==> config.mk <==
export PLATFORM = sky130hd
export DESIGN_NAME = arb_rr_var
export DESIGN_NICKNAME = d
export VERILOG_FILES = /design/src/rtl/arb_rr_var_pkg.sv /design/src/rtl/arb_rr_var_decode.sv /design/src/rtl/arb_rr_var.sv
export SDC_FILE = /design/constraint.sdc
export NUM_CORES = 1
export LEC_CHECK = 0
export ABC_CLOCK_PERIOD_IN_PS = 2800
export BUFFER_PORTS_ARGS = -buffer_cell sky130_fd_sc_hd__buf_2
export CORE_MARGIN = 1
export CORE_UTILIZATION = 59
export CTS_CLUSTER_DIAMETER = 50
export CTS_CLUSTER_SIZE = 12
export DETAILED_ROUTE_END_ITERATION = 12
export PLACE_DENSITY = 0.82
export SLEW_MARGIN = 0
export SYNTH_ARGS = -nofsm -noshare
export SYNTH_HDL_FRONTEND = slang
export SYNTH_SLANG_ARGS = --single-unit
==> constraint.sdc <==
create_clock -name clk -period 2.8 [get_ports clk]
set_input_delay 0.84 -clock clk [delete_from_list [all_inputs] [get_ports clk]]
set_output_delay 0.84 -clock clk [all_outputs]
set_load 0.02 [all_outputs]
==> src/rtl/arb_rr_var_pkg.sv <==
// Shared definitions for the round-robin arbiter: FSM state encodings and
// default parameter values used by arb_rr_var and its instantiations.
package arb_rr_var_pkg;

    // Arbiter FSM states.
    typedef enum logic [1:0] {
        ST_IDLE = 2'd0,
        ST_BUSY = 2'd1,
        ST_TURN = 2'd2
    } arb_state_e;

    // Default configuration: four requesters, 8-bit hold counter, 16-cycle limit.
    localparam int DEF_REQ_BITS  = 2;
    localparam int DEF_HOLD_BITS = 8;
    localparam int DEF_MAX_HOLD  = 16;

endpackage : arb_rr_var_pkg

==> src/rtl/arb_rr_var_decode.sv <==
// Binary-to-one-hot decoder. Output bit i is set when the input equals i.
// DCD_BITS is normally 2^DATA_BITS.
module decode_var #(
    parameter int DATA_BITS = 2,
    parameter int DCD_BITS  = 4
) (
    input  logic [DATA_BITS-1:0] data_i,
    output logic [DCD_BITS-1:0]  dcd_o
);

    // One-hot decode of the binary input.
    always_comb begin
        dcd_o = '0;
        for (int i = 0; i < DCD_BITS; i++) begin
            dcd_o[i] = (data_i == DATA_BITS'(i));
        end
    end

endmodule : decode_var

==> src/rtl/arb_rr_var.sv <==
// Round-robin arbiter for REQ_NUM requesters sharing one resource. A grant
// is held until done, request drop or hold limit, followed by one turnaround
// cycle; the next scan starts just after the previous owner.
module arb_rr_var
    import arb_rr_var_pkg::*;
#(
    parameter int REQ_BITS  = DEF_REQ_BITS,
    parameter int REQ_NUM   = 4,
    parameter int HOLD_BITS = DEF_HOLD_BITS,
    parameter int MAX_HOLD  = DEF_MAX_HOLD
) (
    input  logic                clk,
    input  logic                rst,
    input  logic [REQ_NUM-1:0]  req_in,
    input  logic                done_in,
    output logic [REQ_NUM-1:0]  grant_out,
    output logic [REQ_BITS-1:0] grant_idx,
    output logic                grant_vld,
    output logic                timeout_out
);

    // Hold counter value at which the grant is forcibly released
    // (only meaningful when MAX_HOLD is non-zero).
    localparam int                   HOLD_LAST_INT = (MAX_HOLD == 0) ? 0 : MAX_HOLD - 1;
    localparam logic [HOLD_BITS-1:0] HOLD_LAST     = HOLD_BITS'(HOLD_LAST_INT);
    localparam logic [HOLD_BITS-1:0] HOLD_SAT      = '1;

    arb_state_e          state_q, state_d;
    logic [REQ_BITS-1:0] grant_idx_q, grant_idx_d;
    logic [REQ_BITS-1:0] last_idx_q, last_idx_d;
    logic [HOLD_BITS-1:0] hold_cnt_q, hold_cnt_d;
    logic                timeout_q, timeout_d;

    logic [REQ_NUM-1:0]  dcd_vec;
    logic                tmo_hit;
    logic                owner_drop;
    logic                rel_busy;

    // First set request scanning upward from last+1, modulo REQ_NUM. The loop
    // walks the offsets from farthest to nearest so the nearest hit wins; the
    // offset REQ_NUM lands back on the last owner, giving it lowest priority.
    function automatic logic [REQ_BITS-1:0] rr_pick(
        input logic [REQ_NUM-1:0]  req,
        input logic [REQ_BITS-1:0] last
    );
        logic [REQ_BITS-1:0] idx;
        logic [REQ_BITS-1:0] pick;
        pick = last;
        for (int k = REQ_NUM; k >= 1; k--) begin
            idx = last + REQ_BITS'(k);
            if (req[idx]) begin
                pick = idx;
            end
        end
        return pick;
    endfunction

    // Saturating increment of the hold counter.
    function automatic logic [HOLD_BITS-1:0] hold_inc(input logic [HOLD_BITS-1:0] cnt);
        return (cnt == HOLD_SAT) ? cnt : cnt + 1'b1;
    endfunction

    assign tmo_hit    = (MAX_HOLD != 0) && (hold_cnt_q == HOLD_LAST);
    assign owner_drop = !req_in[grant_idx_q];
    assign rel_busy   = done_in || owner_drop || tmo_hit;

    // Next-state, grant and hold-counter logic for the IDLE/BUSY/TURN FSM.
    always_comb begin
        state_d     = state_q;
        grant_idx_d = grant_idx_q;
        last_idx_d  = last_idx_q;
        hold_cnt_d  = hold_cnt_q;
        timeout_d   = 1'b0;
        case (state_q)
            ST_IDLE: begin
                if (|req_in) begin
                    grant_idx_d = rr_pick(req_in, last_idx_q);
                    last_idx_d  = grant_idx_d;
                    hold_cnt_d  = '0;
                    state_d     = ST_BUSY;
                end
            end
            ST_BUSY: begin
                hold_cnt_d = hold_inc(hold_cnt_q);
                if (rel_busy) begin
                    state_d = ST_TURN;
                    // Forced release is flagged only when nothing else ended the grant.
                    timeout_d = tmo_hit && !done_in && !owner_drop;
                end
            end
            ST_TURN: begin
                state_d = ST_IDLE;
            end
            default: begin
                state_d = ST_IDLE;
            end
        endcase
    end

    // State and grant registers; reset clears the grant immediately.
    always_ff @(posedge clk or posedge rst) begin
        if (rst) begin
            state_q     <= ST_IDLE;
            grant_idx_q <= '0;
            last_idx_q  <= REQ_BITS'(REQ_NUM - 1);
            hold_cnt_q  <= '0;
            timeout_q   <= 1'b0;
        end else begin
            state_q     <= state_d;
            grant_idx_q <= grant_idx_d;
            last_idx_q  <= last_idx_d;
            hold_cnt_q  <= hold_cnt_d;
            timeout_q   <= timeout_d;
        end
    end

    decode_var #(
        .DATA_BITS (REQ_BITS),
        .DCD_BITS  (REQ_NUM)
    ) u_decode (
        .data_i (grant_idx_q),
        .dcd_o  (dcd_vec)
    );

    assign grant_vld   = (state_q == ST_BUSY);
    assign grant_idx   = grant_idx_q;
    assign grant_out   = dcd_vec & {REQ_NUM{grant_vld}};
    assign timeout_out = timeout_q;

endmodule : arb_rr_var
; Word-level counts from Yosys, hierarchy flattened
; Index checks and enable logic that the tools add are counted.
[word_totals]
register_bits = 15
latch_bits = 0
mem_bits_rw = 0
romBits = 0
input_bits = 7
out_inout_bits = 8
elab_cells = 55
mem_count = 0
[classes]
addsub = 4
multipliers = 0
div_mod_pow = 0
order_cmp = 4
eq_ne = 9
n_shift = 0
mux = 19
bitwise_logic = 1
reduce_logical = 13
[ops]
columns = op, n
row1 = 8-bit 2-to-1 mux, 2
row2 = 8-bit one-hot mux with 2 select lines, 1
row3 = 2-bit by 3-bit < comparator with 1-bit output (second input constant), 4
row4 = 2-bit 2-to-1 mux, 5
row5 = 8-bit by 1-bit adder with 8-bit output (second input constant), 1
row6 = 1-bit binary-select mux with 2-bit select, 4
row7 = 8-bit by 4-bit == test with 1-bit output (second input constant), 1
row8 = 8-bit == test (second input constant), 1
row9 = 1-bit 2-to-1 mux, 6
row10 = 2-bit adder (second input constant), 2
row11 = 4-bit bitwise AND, 1
row12 = 2-bit by 1-bit == test with 1-bit output (second input constant), 2
row13 = 2-bit == test (second input constant), 2
row14 = 2-bit logical NOT, 2
row15 = 2-bit inequality test (second input constant), 2
row16 = 2-bit one-hot mux with 2 select lines, 1
row17 = 2-bit AND reduction, 2
row18 = 4-bit OR reduction, 1
row19 = 3-bit AND reduction, 1
row20 = 2-bit by 1-bit adder with 2-bit output (second input constant), 1
row21 = 1-bit logical AND, 2
row22 = 1-bit logical NOT, 2
row23 = 1-bit logical OR, 2
row24 = 2-bit by 1-bit inequality test with 1-bit output (second input constant), 1
row25 = 2-bit nonzero test, 1

; Depth between registers and ports, before layout
; Gate-level depths: netlist of the first run.
[depth]
depth_word = 7
mapped_depth = 5
ltp_nobuf = 4

; Hierarchy
; A second synthesis of the first run with hierarchy kept.
[hier_totals]
cells_unflattened = 104
area_unflattened_um2 = 939.7
[modules_own_cells]
columns = mod, instances, cells_each, area_each_um2, seq_area_each_um2
row1 = arb_rr_var, 1, 100, 913.4, 377.9
row2 = decode_var, 1, 4, 26.3, 0.0

; Worst setup path after synthesis of the first run
; Ideal clock, no wire load.
[synth_path]
kind = flip-flop to output port
startpoint = register state_q[1]
endpoint = output grant_out[1]
arrival_time_ns = 1.195
t_required_ns = 1.960
slack_ns = 0.765
stages_incl_launch_ff = 6
n_path_buf = 1
path_cell_list = dfrtp_1 > nand2b_1 > buf_1 > inv_2 > nand2_1 > nor2_1
[synth_via]
elab_chain_cells = 2
[synth_rtl]
columns = item, line
row1 = "start, declared", arb_rr_var.sv:28  ; arb_state_e state_q, state_d;
row2 = "start signal, assigned", arb_rr_var.sv:109  ; state_q <= state_d;
row3 = 2-bit by 1-bit == test with 1-bit output, arb_rr_var.sv:125  ; assign grant_vld = (state_q == ST_BUSY);
row4 = named net grant_vld, arb_rr_var.sv:18  ; output logic grant_vld,
row5 = 4-bit bitwise AND, arb_rr_var.sv:127  ; assign grant_out = dcd_vec & {REQ_NUM{grant_vld}};
row6 = "end, declared", arb_rr_var.sv:16  ; output logic [REQ_NUM-1:0] grant_out,
; The timed path passes the listed nets, and every way through them passes these cells.

; Worst setup path after layout of the first run
[layout_path]
startpoint = register state_q[1]
endpoint = output grant_out[1]
[layout_via]
elab_chain_cells = 2
[layout_rtl]
columns = item, line
row1 = 2-bit by 1-bit == test with 1-bit output, arb_rr_var.sv:125
row2 = 4-bit bitwise AND, arb_rr_var.sv:127
; Every way passes these cells.

==> flow_metrics.tcl, run 1 <==
set metrics [dict create \
    yosysWarnings 0 \
    fin_tns_setup_ns 0 \
    drc 0 \
    routed-via-count 851 \
    synth_top_flop_cell "sky130_fd_sc_hd__dfrtp_1" \
    first_iter_violations 21 \
    postCtsSetupRepairBufs 0 \
    drive_gt1_frac 0.257 \
    critPathRequiredTime_ns 1.96 \
    setup_viol 0 \
    drt-vias-per-instance 6.60 \
    synth_enable_flop_cells 0 \
    synth_seq_area_share 0.389 \
    global_route.usage.total 0.266 \
    initial_antenna_violation_count 0 \
    dieWidth_um 42.6 \
    detail-route-antenna-nets 0 \
    timing.critical_path.from_type "flip-flop" \
    timing.fmax_ghz 0.423 \
    hp_class "flip-flop to flip-flop" \
    die_height_um 42.6 \
    post_cts_hold_buffer_count 0 \
    cts.reportedPaths.clkPinSlew_ns 0.10 \
    maximum_number_of_pins_on_one_net_before_global_route_repair 16 \
    most-common-layout-cells "sky130_fd_sc_hd__buf_2 (14), sky130_fd_sc_hd__dfrtp_1 (13), sky130_fd_sc_hd__o21ai_0 (8), sky130_fd_sc_hd__inv_1 (5), sky130_fd_sc_hd__nand2_1 (5)" \
    syn-instance-count 99 \
    grt_pass1_vias 789 \
    maxCapViolCount 0 \
    clock_tree_from_tritoncts "built" \
    synth_top_area_frac 0.335 \
    design.core.area_um2 1520 \
    status "finished, final reports clean" \
    final-max-slew-violation-count 0 \
    worst_case_clock_buffer_depth 2 \
    fp-row-count 14 \
    dp_hpwl_um 1490 \
    asyncSetResetFlopFracSynth 1.00 \
    cts-root-buf "sky130_fd_sc_hd__clkbuf_4" \
    fin_nets 122 \
    final.period_utilization 0.845 \
    globalRoute.totalOverflow 0 \
    synthDistinctLibCells 48 \
    worst_slew_pin_tran_ns 0.572 \
    area.growth.synth_to_final_pct 9.41 \
    numClockSinks 15 \
    vdd.ir_drop.worst_mv 0.460 \
    mostFrequentLayoutCell "sky130_fd_sc_hd__buf_2" \
    seq_cells_post_synth 15 \
    crit_path_max_fanout 9 \
    insertion_delay_ns 0.30 \
    grt_setup_unrepaired "no" \
    grt_pass1_wl_um 3600 \
    clock-skew-final_ns 0.00302 \
    timing.critical_path.to_type "primary output" \
    power.static_leakage_nw 0.519 \
    synth.avg_cell_area_um2 9.81 \
    drt-wirelength-per-cell_um 15.8 \
    netlist_top_cells_area "sky130_fd_sc_hd__dfrtp_1 (34%), sky130_fd_sc_hd__dfstp_2 (5.4%), sky130_fd_sc_hd__mux2i_1 (4.1%)" \
    worst_slew_margin_rel 0.618 \
    final_hold_violation_count 0 \
    cts_buffers 3 \
    numPortBuffers 14 \
    syn_nets 107 \
    power_uw 937 \
    drt_pre_antenna_iters 4 \
    floorplan.initialDensity 0.637 \
    post_cts_resize_count 0 \
    cp_data_arrival_time_ns 1.53 \
    synth_area_um2 971 \
    worst_setup_path_category "flip-flop to primary output" \
    finalWeightedCongestion 0.824 \
    fin_crit_ns 2.37 \
    yosys.area.top_type "sky130_fd_sc_hd__dfrtp_1" \
    depth_of_the_cts_h_tree 1 \
    dieArea_um2 1810 \
    antenna_diode_count 0 \
    drt-total-wl_um 2040 \
    utilization 0.697 \
    i_o_pin_cnt 15 \
    power_density_nw_per_um2 882 \
]
cells in the mapped netlist, types with 3 or more instances:
master / count
sky130_fd_sc_hd__and3_1: 3
sky130_fd_sc_hd__nor3_1: 3
sky130_fd_sc_hd__nand3_1: 3
sky130_fd_sc_hd__nand2_1: 5
sky130_fd_sc_hd__mux2i_1: 4
sky130_fd_sc_hd__nor2_1: 4
sky130_fd_sc_hd__inv_1: 5
sky130_fd_sc_hd__o211ai_1: 4
sky130_fd_sc_hd__o211a_1: 3
sky130_fd_sc_hd__o21ai_0: 8
sky130_fd_sc_hd__a21oi_1: 3
sky130_fd_sc_hd__dfrtp_1: 13
state kept, by name (all words and copies together) (netlist names):
signal       flops
hold_cnt_q       8
timeout_out      1
last_idx_q       2
state_q          2
grant_idx        2
worst max-delay path, stage by stage, from the launching register on:
cell and delay, ns:
sky130_fd_sc_hd__dfrtp_1 0.43, sky130_fd_sc_hd__nand2b_1 0.28, sky130_fd_sc_hd__inv_2 0.19, sky130_fd_sc_hd__nand2_1 0.07, sky130_fd_sc_hd__nor2_1 0.09, sky130_fd_sc_hd__buf_2 0.17
routing by layer:
metal	vias up	GRT usage	part of all wire
met3	4	0.0431	0.045
met5	-	0	0
li1	411	-	-
met4	0	0.125	0.020
met1	407	0.389	0.48
met2	29	0.385	0.46
metrics by stage:
stage / instances / setup slack, ns / instance area [µm²] / hold slack, ns
final: 129 / 0.434 / 1060 / 0.518
after global routing: 129 / 0.371 / 1060 / 0.542
after CTS: 129 / 0.459 / 1060 / 0.518
after detailed placement: 125 / 0.794 / 1030 / 0.504
after global placement: 125 / 0.811 / 1030 / 0.494
after floorplan: 99 / 0.765 / 971 / 0.460
worst paths after layout:
check                                   start  slack [ns]  cells past startpoint            end
worst max-delay path               state_q[1]        0.43                      5   grant_out[1]
worst min-delay path            hold_cnt_q[0]        0.52                      1  hold_cnt_q[0]
worst max register to register  hold_cnt_q[0]        1.20                      4  hold_cnt_q[0]
worst min register to register  hold_cnt_q[0]        0.52                      1  hold_cnt_q[0]
max in group asynchronous                 rst        1.85                      2  hold_cnt_q[1]
min in group asynchronous                 rst        0.58                      2    timeout_out
logic make-up after synthesis:
family	synth area share
XOR/XNOR	0.00902
flip-flops	0.389
adder cells (fa/ha/maj)	0.0129
AND/OR/NAND/NOR	0.232
multiplexers	0.0683
AO/OA/AOI/OAI	0.238
buffers and inverters	0.0503
layout make-up:
cell class              instances  area (µm²)
clock buffers                   3        22.5
clock inverters                 1        5.00
fillers                       108         462
inverters                       6        22.5
multi-input cells              74         544
flip-flops and latches         15         378
well taps                      16        20.0
repair buffers                 14        70.1
power breakdown:
group / internal, mW / total, mW / switching, mW / leakage (nW)
Sequential: 0.290 / 0.379 / 0.0893 / 0.192
Clock: 0.0533 / 0.134 / 0.0809 / 0.0177
Combinational: 0.173 / 0.423 / 0.250 / 0.309
(Power assumes the default switching activity.)
==> run 2, diff against run 1 <==
--- a/config.mk
+++ b/config.mk
@@ -5,14 +5,14 @@
 export SDC_FILE = /design/constraint.sdc
 export NUM_CORES = 1
 export LEC_CHECK = 0
-export ABC_CLOCK_PERIOD_IN_PS = 2800
+export ABC_CLOCK_PERIOD_IN_PS = 2100
 export BUFFER_PORTS_ARGS = -buffer_cell sky130_fd_sc_hd__buf_2
 export CORE_MARGIN = 1
-export CORE_UTILIZATION = 59
+export CORE_UTILIZATION = 49
 export CTS_CLUSTER_DIAMETER = 50
 export CTS_CLUSTER_SIZE = 12
 export DETAILED_ROUTE_END_ITERATION = 12
-export PLACE_DENSITY = 0.82
+export PLACE_DENSITY = 0.73
 export SLEW_MARGIN = 0
 export SYNTH_ARGS = -nofsm -noshare
 export SYNTH_HDL_FRONTEND = slang
==> constraint.sdc (replaced) <==
create_clock -name clk -period 2.1 [get_ports clk]
set_input_delay 0.63 -clock clk [delete_from_list [all_inputs] [get_ports clk]]
set_output_delay 0.63 -clock clk [all_outputs]
set_load 0.02 [all_outputs]
==> run 2 against run 1 <==
  * Flip-flop and latch count unchanged
  * Register-to-register slack got worse by 0.66 ns
  * Setup slack got worse by 0.31 ns
  * Via count increased by 3.2%
  * Non-clock buffer count increased by 3
  * Largest power group unchanged
  * Global-route usage decreased by 4.5 points
  * Combinational power increased by 48%
  * Cell area increased by 3.9%
  * Clock power increased by 28%
  * Sequential share of layout area decreased by 1.3 points
  * Largest cell class unchanged
==> flow_metrics.tcl, run 2 (synthesis gave the netlist of run 1 again) <==
set metrics [dict create \
    routed-via-count 878 \
    global_route.usage.total 0.221 \
    globalRoute.totalOverflow 0 \
    grt_pass1_vias 751 \
    cp_data_arrival_time_ns 1.35 \
    floorplan.initialDensity 0.545 \
    cts-root-buf "sky130_fd_sc_hd__clkbuf_4" \
    dp_hpwl_um 1440 \
    drt-wirelength-per-cell_um 14.3 \
    final-max-slew-violation-count 0 \
    cts_buffers 3 \
    grt_pass1_wl_um 3240 \
    numClockSinks 15 \
    timing.critical_path.from_type "flip-flop" \
    maxCapViolCount 0 \
    fin_hold_ws_ns 0.360 \
    power.static_leakage_nw 0.538 \
    finalWeightedCongestion 0.783 \
    utilization 0.619 \
    worst_slew_margin_rel 0.630 \
    insertion_delay_ns 0.30 \
    fin_tns_setup_ns 0 \
    critPathMaxStageDelay_ns 0.44 \
    vdd.ir_drop.worst_mv 0.642 \
    hp_class "primary input to async pin" \
    initial_antenna_violation_count 0 \
    fin_crit_ns 1.98 \
    fp-row-count 15 \
    dieArea_um2 2160 \
    status "finished, final reports clean" \
    worstPathCellList "nand2b_4 -> inv_2 -> nand2_1 -> nor2_1 -> buf_2" \
    grt_setup_unrepaired "no" \
    worstReg2RegStart "hold_cnt_q[0]" \
    detail-route-antenna-nets 0 \
    largest_register_ff_count 8 \
    power_mw 1.31 \
    depth_of_the_cts_h_tree 1 \
    drt_pre_antenna_iters 4 \
    regToRegSetupSlack_ns 0.54 \
    drt-vias-per-instance 6.23 \
    worst-r2r-cell-count 4 \
    register_name_with_the_most_flops "hold_cnt_q" \
    critical_path.slowest_cell "sky130_fd_sc_hd__dfrtp_1" \
    maximum_number_of_pins_on_one_net_before_global_route_repair 16 \
    drt-total-wl_um 2020 \
    worst_setup_path_category "flip-flop to primary output" \
    cts.reportedPaths.clkPinSlew_ns 0.10 \
    final.period_utilization 0.942 \
    mostFrequentLayoutCell "sky130_fd_sc_hd__buf_2" \
    numPortBuffers 14 \
    worst_slew_pin_tran_ns 0.554 \
    design.core.area_um2 1780 \
    power_density_nw_per_um2 1190 \
    worst_case_clock_buffer_depth 2 \
    dieWidth_um 46.5 \
    post_cts_hold_buffer_count 0 \
    drive_gt1_frac 0.284 \
    timing.critical_path.to_type "primary output" \
    i_o_pin_cnt 15 \
    drc 0 \
    crit_path_max_fanout 8 \
    clock-skew-final_ns 0.00909 \
    most-common-layout-cells "sky130_fd_sc_hd__buf_2 (14), sky130_fd_sc_hd__dfrtp_1 (13), sky130_fd_sc_hd__o21ai_0 (8), sky130_fd_sc_hd__inv_1 (5), sky130_fd_sc_hd__nand2_1 (5)" \
    critPathRequiredTime_ns 1.47 \
    antenna_diode_count 0 \
    die_height_um 46.5 \
    area.growth.synth_to_final_pct 13.7 \
    first_iter_violations 32 \
    worst_r2r_endpoint "hold_cnt_q[1]" \
    fin_nets 125 \
    setup_viol 0 \
    final_hold_violation_count 0 \
    timing.fmax_ghz 0.506 \
    clock_tree_from_tritoncts "built" \
]
-- run 2: stage by stage --
stage | cells | cell area, µm² | worst slack, ns
final | 141 | 1100 | 0.123
after global routing | 141 | 1100 | 0.0272
after CTS | 141 | 1100 | 0.00407
after detailed placement | 134 | 1050 | 0.285
after global placement | 134 | 1050 | 0.306
after floorplan | 99 | 971 | 0.275
-- run 2: how the worst max path moves through the flow --
stage	start	end	cells after the start
CTS	state_q[1]	grant_out[1]	5
finish	state_q[1]	grant_out[1]	5
global route	state_q[1]	grant_out[1]	5
floorplan	state_q[1]	grant_out[1]	5
global placement	state_q[1]	grant_out[3]	4
detailed placement	state_q[1]	grant_out[1]	5
-- run 2: area by class of cell --
cell class	count	area, µm²
clock buffer	3	22.5
clock inverter	1	5.00
fill	157	679
inverter	6	22.5
multi-input combinational	74	552
sequential	15	378
tap	25	31.3
timing repair buffer	17	92.6
-- run 2: routing by layer --
metal / track usage / routed length (µm)
met1: 0.283 / 910
met2: 0.311 / 918
met3: 0.0667 / 132
met4: 0.159 / 57
met5: 0 / 0
-- run 2: power by group --
| part | internal [mW] | switching (mW) |
|---|---|---|
| logic | 0.279 | 0.349 |
| clock network | 0.0710 | 0.101 |
| registers | 0.387 | 0.123 |
| total | 0.736 | 0.573 |
-- run 2: critical path, delay by kind of cell, from the launching register on --
family	cells	cell delay, ns
buf+inv	2	0.27
flops	1	0.44
simple gates	3	0.34
-- run 2: repair_timing --
item,in CTS,in global routing
setup endpoints to repair,3,4
gates resized for setup,0,2
buffers inserted,3,0
